### config.mk
export PLATFORM = sky130hd
export DESIGN_NAME = mips_io_port_flat
export DESIGN_NICKNAME = d
export VERILOG_FILES = /design/src/rtl/mips_io_port_pkg.sv /design/src/rtl/mips_io_port_if.sv /design/src/rtl/mips_io_port_debouncer.sv /design/src/rtl/mips_io_port.sv /design/src/flat_wrapper.sv
export SDC_FILE = /design/constraint.sdc
export NUM_CORES = 1
export LEC_CHECK = 0
export CELL_PAD_IN_SITES_DETAIL_PLACEMENT = 2
export CELL_PAD_IN_SITES_GLOBAL_PLACEMENT = 2
export CORE_ASPECT_RATIO = 0.5
export CORE_MARGIN = 10
export CORE_UTILIZATION = 23
export DETAILED_ROUTE_END_ITERATION = 10
export MAX_ROUTING_LAYER = met4
export PLACE_DENSITY_LB_ADDON = 0.15
export REMOVE_ABC_BUFFERS = 1
export SLEW_MARGIN = 10
export SYNTH_ARGS = -nofsm -noshare
export SYNTH_HDL_FRONTEND = slang
export SYNTH_HIERARCHICAL = 1
export SYNTH_SLANG_ARGS = --single-unit
### constraint.sdc
create_clock -name clk -period 2.75 [get_ports clk]
set_input_delay 0.55 -clock clk [delete_from_list [all_inputs] [get_ports clk]]
set_output_delay 0.55 -clock clk [all_outputs]
set_load 0.01 [all_outputs]
### src/rtl/mips_io_port_pkg.sv
// rtl/mips_io_port_pkg.sv - register map, status bit indices and address decode for the GPIO bridge
package mips_io_pkg;

  localparam logic [31:0] PORTOUT_ADDR = 32'h1001_0024;
  localparam logic [31:0] PORTIN_ADDR  = 32'h1001_0028;
  localparam logic [31:0] STATUS_ADDR  = 32'h1001_002C;

  localparam int STATUS_CHG_BIT  = 0;
  localparam int STATUS_BUSY_BIT = 1;

  typedef enum logic [1:0] {
    SEL_NONE,
    SEL_PORTOUT,
    SEL_PORTIN,
    SEL_STATUS
  } io_sel_e;

  // Full 32-bit match only; neighbouring or aliased addresses select nothing
  function automatic io_sel_e decode_addr(input logic [31:0] addr);
    case (addr)
      PORTOUT_ADDR: return SEL_PORTOUT;
      PORTIN_ADDR:  return SEL_PORTIN;
      STATUS_ADDR:  return SEL_STATUS;
      default:      return SEL_NONE;
    endcase
  endfunction

endpackage

### src/rtl/mips_io_port_if.sv
// rtl/mips_io_port_if.sv - data-memory bus between the MIPS datapath and the GPIO bridge
interface mips_io_port_if;
  logic        MemWrite;
  logic        MemRead;
  logic [31:0] Address;
  logic [31:0] WriteData;
  logic [31:0] ReadData;
  logic        IoSel;

  modport master (
    output MemWrite, MemRead, Address, WriteData,
    input  ReadData, IoSel
  );

  modport slave (
    input  MemWrite, MemRead, Address, WriteData,
    output ReadData, IoSel
  );
endinterface

### src/rtl/mips_io_port_debouncer.sv
// rtl/mips_io_port_debouncer.sv - 2-FF synchroniser plus whole-port debounce of an async input
module io_debouncer #(
  parameter int W      = 8,
  parameter int CYCLES = 4
) (
  input  logic         clk,
  input  logic         reset,
  input  logic [W-1:0] i_din,
  output logic [W-1:0] o_stable,
  output logic         o_busy,
  output logic         o_update
);

  localparam int             CW   = $clog2(CYCLES) + 1;
  localparam logic [CW-1:0]  LAST = CW'(CYCLES - 1);

  logic [W-1:0]  r_s1;
  logic [W-1:0]  r_s2;
  logic [W-1:0]  r_cand;
  logic [CW-1:0] r_cnt;
  logic [W-1:0]  r_stable;

  logic w_differ;
  logic w_counting;
  logic w_update;

  // Classify this cycle: restart on a new value, keep counting, or commit the candidate
  always_comb begin
    w_differ   = (r_s2 != r_cand);
    w_counting = !w_differ && (r_cnt < LAST);
    w_update   = !w_differ && !(r_cnt < LAST) && (r_cand != r_stable);
  end

  // Synchroniser, candidate tracking and saturating stability counter
  always_ff @(posedge clk or negedge reset) begin
    if (!reset) begin
      r_s1     <= '0;
      r_s2     <= '0;
      r_cand   <= '0;
      r_cnt    <= '0;
      r_stable <= '0;
    end else begin
      r_s1 <= i_din;
      r_s2 <= r_s1;
      if (w_differ) begin
        r_cand <= r_s2;
        r_cnt  <= '0;
      end else if (w_counting) begin
        r_cnt <= r_cnt + 1'b1;
      end else if (w_update) begin
        r_stable <= r_cand;
      end
    end
  end

  // o_update marks the edge on which stable takes the candidate, so a flag can be set in step
  assign o_stable = r_stable;
  assign o_busy   = (r_cand != r_stable);
  assign o_update = w_update;

endmodule

### src/rtl/mips_io_port.sv
// rtl/mips_io_port.sv - memory-mapped GPIO bridge: PortOut register, debounced PortIn, status
module mips_io_port
  import mips_io_pkg::*;
#(
  parameter int IN_WIDTH        = 8,
  parameter int DEBOUNCE_CYCLES = 4
) (
  input  logic                clk,
  input  logic                reset,
  mips_io_port_if.slave       bus,
  input  logic [IN_WIDTH-1:0] PortIn,
  output logic [31:0]         PortOut,
  output logic                InChanged
);

  io_sel_e             w_sel;
  logic [IN_WIDTH-1:0] w_stable;
  logic                w_busy;
  logic                w_update;
  logic                w_chg_clr;
  logic [31:0]         w_status;

  logic [31:0]         r_port_out;
  logic                r_chg;

  io_debouncer #(
    .W      (IN_WIDTH),
    .CYCLES (DEBOUNCE_CYCLES)
  ) u_debouncer (
    .clk      (clk),
    .reset    (reset),
    .i_din    (PortIn),
    .o_stable (w_stable),
    .o_busy   (w_busy),
    .o_update (w_update)
  );

  // Address decode, status word and CHG clear sources (clear-on-read or write-1-to-clear)
  always_comb begin
    w_sel     = decode_addr(bus.Address);
    w_status  = '0;
    w_status[STATUS_CHG_BIT]  = r_chg;
    w_status[STATUS_BUSY_BIT] = w_busy;
    w_chg_clr = (w_sel == SEL_STATUS) &&
                (bus.MemRead || (bus.MemWrite && bus.WriteData[0]));
  end

  // Combinational read mux; reads always see the pre-edge register values
  always_comb begin
    bus.ReadData = '0;
    bus.IoSel    = (w_sel != SEL_NONE);
    case (w_sel)
      SEL_PORTOUT: bus.ReadData = r_port_out;
      SEL_PORTIN:  bus.ReadData = 32'(w_stable);
      SEL_STATUS:  bus.ReadData = w_status;
      default:     bus.ReadData = '0;
    endcase
  end

  // PortOut store register
  always_ff @(posedge clk or negedge reset) begin
    if (!reset) begin
      r_port_out <= '0;
    end else if (bus.MemWrite && (w_sel == SEL_PORTOUT)) begin
      r_port_out <= bus.WriteData;
    end
  end

  // Sticky change flag; a fresh change on the same edge as a clear keeps it set
  always_ff @(posedge clk or negedge reset) begin
    if (!reset) begin
      r_chg <= 1'b0;
    end else if (w_update) begin
      r_chg <= 1'b1;
    end else if (w_chg_clr) begin
      r_chg <= 1'b0;
    end
  end

  assign PortOut   = r_port_out;
  assign InChanged = r_chg;

endmodule

### src/flat_wrapper.sv
// flat-port wrapper written by rule: the top's interface ports become plain ports
module mips_io_port_flat import mips_io_pkg::*;
#(
  parameter int IN_WIDTH        = 8,
  parameter int DEBOUNCE_CYCLES = 4
)
  (clk, reset, PortIn, PortOut, InChanged, bus_MemWrite, bus_MemRead, bus_Address, bus_WriteData, bus_ReadData, bus_IoSel);
  mips_io_port_if bus_i ();
  input  logic clk;
  input  logic reset;
  input  logic [IN_WIDTH-1:0] PortIn;
  output logic [31:0] PortOut;
  output logic InChanged;
  input wire logic [$bits(bus_i.MemWrite)-1:0] bus_MemWrite;
  input wire logic [$bits(bus_i.MemRead)-1:0] bus_MemRead;
  input wire logic [$bits(bus_i.Address)-1:0] bus_Address;
  input wire logic [$bits(bus_i.WriteData)-1:0] bus_WriteData;
  output wire logic [$bits(bus_i.ReadData)-1:0] bus_ReadData;
  output wire logic [$bits(bus_i.IoSel)-1:0] bus_IoSel;
  assign bus_i.MemWrite = bus_MemWrite;
  assign bus_i.MemRead = bus_MemRead;
  assign bus_i.Address = bus_Address;
  assign bus_i.WriteData = bus_WriteData;
  assign bus_ReadData = bus_i.ReadData;
  assign bus_IoSel = bus_i.IoSel;
  mips_io_port #(.IN_WIDTH(IN_WIDTH), .DEBOUNCE_CYCLES(DEBOUNCE_CYCLES)) u_core (.clk(clk), .reset(reset), .bus(bus_i), .PortIn(PortIn), .PortOut(PortOut), .InChanged(InChanged));
endmodule
==> results.md <==
* Mean number of vias per cell at 4.27
* CTS Sinks at 68
* Slowest stage cell, crit path: or4b_4
* WHS at 218 ps
* Largest net degree at the start of global routing at 46
* Number of synthesized flops with an enable pin at 0
* Ys async rst share at 100%
* Total design power at 2.44 mW
* Switching power at 0.514 mW
* Residual DRC at 0
* Final-report max-slew violation count at 0
* Reg2Reg Capture Point: u_core/u_debouncer/o_stable[6]$_DFFE_PN0P_
* Int Power at 1.92 mW
* Seq. cell area at 0.00170 mm^2
* Fmax at 0.351 GHz
* Syn Area/Cell at 13.8 um^2
* Final setup violation count at 25
* Max-Cap Viols at 0
* Sequential Power Share at 42.4%
* H-Tree Depth at 3
* Ys Warns at 6
* Final core occ at 41.2%
* Comb power frac at 6.8%
* Drt wl/cell at 19.5 um
* Clk buf depth at 2
* Routability cong. at 0.724
* Final setup skew at 5.43 ps
* Failing checks: setup timing
* CTS clk-pin slew, worst paths at 60 ps
* Worst-path maximum fanout at 6
* Most used cell, CP: buf_6
* Layout cell share with drive strength beyond 1 at 43.7%
* RR Startpoint: u_core/u_debouncer/r_cand[5]$_DFFE_PN0P_
* Number of port buffers at 141
* DR vias at 2385
* GRT overflow at 0
* Chip width at 184 um
* Reg2Reg Setup Slack at 690 ps
* GR Util All Layers at 12.0%
* Seq/Total Area, Yosys at 55.1%
* Unrepaired setup endpoints after global routing: true
* DR pass1 iterations at 4
* DP Cell Count at 534
* Kind of critical path: in2out
* Fill count at 1299
* #FFs+latches synth at 68
* Synth Instances at 224
* # diodes at 0
* Maximum VDD drop at 0.284 mV
* Prevailing post-synth register cell: dfrtp_1
* CTS tree: yes
* Number of global-route vias before repair at 2947
* Status: complete, but fails checks
* HPWL after DPL at 8020 um
* CP peak stage delay at 550 ps
* Hold Crit Class: in2async
* CP Buf/Inv Count at 5
* Multi-input logic area at 0.00141 mm^2
* Relative slew margins at 61.6%
* CTS Root Cell: clkbuf_16
* Worst path cell trace: buf_6 > or4b_4 > nor4_4 > buf_4 > and2b_4 > buf_12 > buf_16 > and2_4 > buf_6
* Post-route cell area at 0.00532 mm^2
* Worst setup margin at -101 ps
* Core Box Area at 0.0129 mm^2
* Fin crit share at 104%
* First-pass GRT wire length at 16600 um
* Starting Density at 23.9%
* Number of buffers created by CTS at 9
* Worst EP arrival at 2300 ps
* Syn-to-layout area delta at 72.1%
* Die ar. at 0.0188 mm^2
* Layout Nets at 461
* Finished Layout Cells at 559
* Required time of the critical path at 2200 ps
* Min Tclk post-route at 2850 ps
* Leak at 2.57 nW
* Post-synth cell types at 31
* WL final at 10900 um
* Cell area after synthesis at 0.00309 mm^2
* Delay-heaviest family, CP: simple AND/OR/NAND/NOR gates
* Clock power share at 50.8%
* Worst-Skew Late Latency at 330 ps
* Final Hold Viols at 0
* Crit start category: input pin
* Worst slack, placed at -969 ps
* Post-placement cell area at 0.00474 mm^2
* Placement Rows at 29
* Die H at 102 um
* Worst-margin pin slew at 576 ps
* Setup Total Neg Slack at -2180 ps
* Reg2reg path depth at 6
* Switching share of power at 21.1%
* P per Cell Area at 458 mW/mm^2
* DR iter-0 viols at 57
* Antenna violations before repair at 0
* I/O pins at 142
* Post-DRT Antenna Nets at 0
* CP Capture Type: primary output
[Yosys cell counts, drive strengths merged (2+ instances only)]
cell type / instances / share of area [%]
nor2: 13 / 1.6
xor2: 16 / 4.5
nor2b: 2 / 0.40
a32oi: 6 / 1.7
or4: 2 / 0.73
dfrtp: 68 / 55
clkbuf: 11 / 1.3
mux2: 42 / 19
nor4: 7 / 1.4
a22oi: 2 / 0.49
a21oi: 4 / 0.65
or4b: 3 / 0.97
buf: 5 / 2.7
nor4b: 3 / 1.3
nand2: 5 / 0.61
and2: 24 / 4.9
[sequential cells by signal (all words and copies together), names as in the netlist]
signal	cells
u_core/PortOut	32
u_core/u_debouncer/r_cand	8
u_core/u_debouncer/o_stable	8
u_core/InChanged	1
u_core/u_debouncer/r_cnt	3
u_core/u_debouncer/r_s2	8
u_core/u_debouncer/r_s1	8
[kinds of logic (layout without fill, tap and decap cells)]
logic type / after synthesis / after routing / synth area share [%]
compound gates: 15 / 15 / 3.48
xor+xnor: 16 / 16 / 4.53
fa+ha+maj: 1 / 1 / 0.405
buf+inv: 17 / 182 / 4.13
flops: 68 / 68 / 55.1
mux: 42 / 42 / 18.9
simple gates: 65 / 65 / 13.4
[power groups by stage]
stage	clock (mW)	combinational, mW	sequential [mW]
after global routing	1.33	0.180	1.03
final	1.24	0.166	1.03
after detailed placement	0	0.172	1.05
after floorplan	0	0.0239	1.05
after CTS	1.28	0.168	1.03
after global placement	0	0.166	1.05
[final cells by class]
| type | instances | share of cell area (%) |
|---|---|---|
| timing repair buffer | 165 | 31.4 |
| tap | 170 | 4.00 |
| inverter | 1 | 0.0706 |
| clock buffer | 9 | 4.23 |
| sequential | 68 | 32.0 |
| clock inverter | 7 | 1.86 |
| multi-input combinational | 139 | 26.4 |
[timing repair]
item	CTS	global route
hold buffers	0	0
setup buffers	4	3
resized for setup	258	18
setup endpoints to repair	65	35
cloned	4	0
pin swaps	21	8
[metal layers]
layer	GRT usage, %	routed length (um)	vias up
li1	-	-	1098
met1	13.6	4770	1201
met2	20.2	5490	82
met3	3.75	547	4
met4	3.19	93	0
met5	-	0	-
[how the worst max path moves through the flow]
stage	startpoint	endpoint	slack [ps]	cells after the start
CTS	bus_Address[0]	bus_ReadData[18]	-160	9
global route	bus_Address[0]	bus_ReadData[18]	-170	9
global placement	bus_Address[3]	bus_ReadData[24]	-930	8
floorplan	bus_Address[13]	u_core/PortOut[0]$_DFFE_PN0P_	-520	4
finish	bus_Address[0]	bus_ReadData[19]	-100	9
detailed placement	bus_Address[3]	bus_ReadData[26]	-970	8
[worst reg2reg max path: cells and delay by family (launching register included)]
| family | cells | cell delay [ps] |
|---|---|---|
| flip-flops | 1 | 420 |
| multiplexers | 1 | 360 |
| buffers and inverters | 1 | 200 |
| XOR/XNOR | 1 | 180 |
| AND/OR/NAND/NOR | 3 | 790 |
[layout by cell type, fill, tap and decap left out, types with 3 or more instances in the layout]
master            n
nor4b_4           3
or4b_4            3
buf_12            5
clkbuf_16         9
buf_4            12
and2_4           24
a32oi_1           5
nand2_1           5
nor4_1            4
mux2_4           30
dlymetal6s2s_1    6
dfrtp_1          68
dlygate4sd2_1     6
clkdlybuf4s50_1  79
xor2_1           16
a21oi_1           4
buf_16            3
nor2_1           11
buf_6            32
mux2_2           12
clkbuf_2          4
buf_2            16
Power figures use the tool's default switching activity.
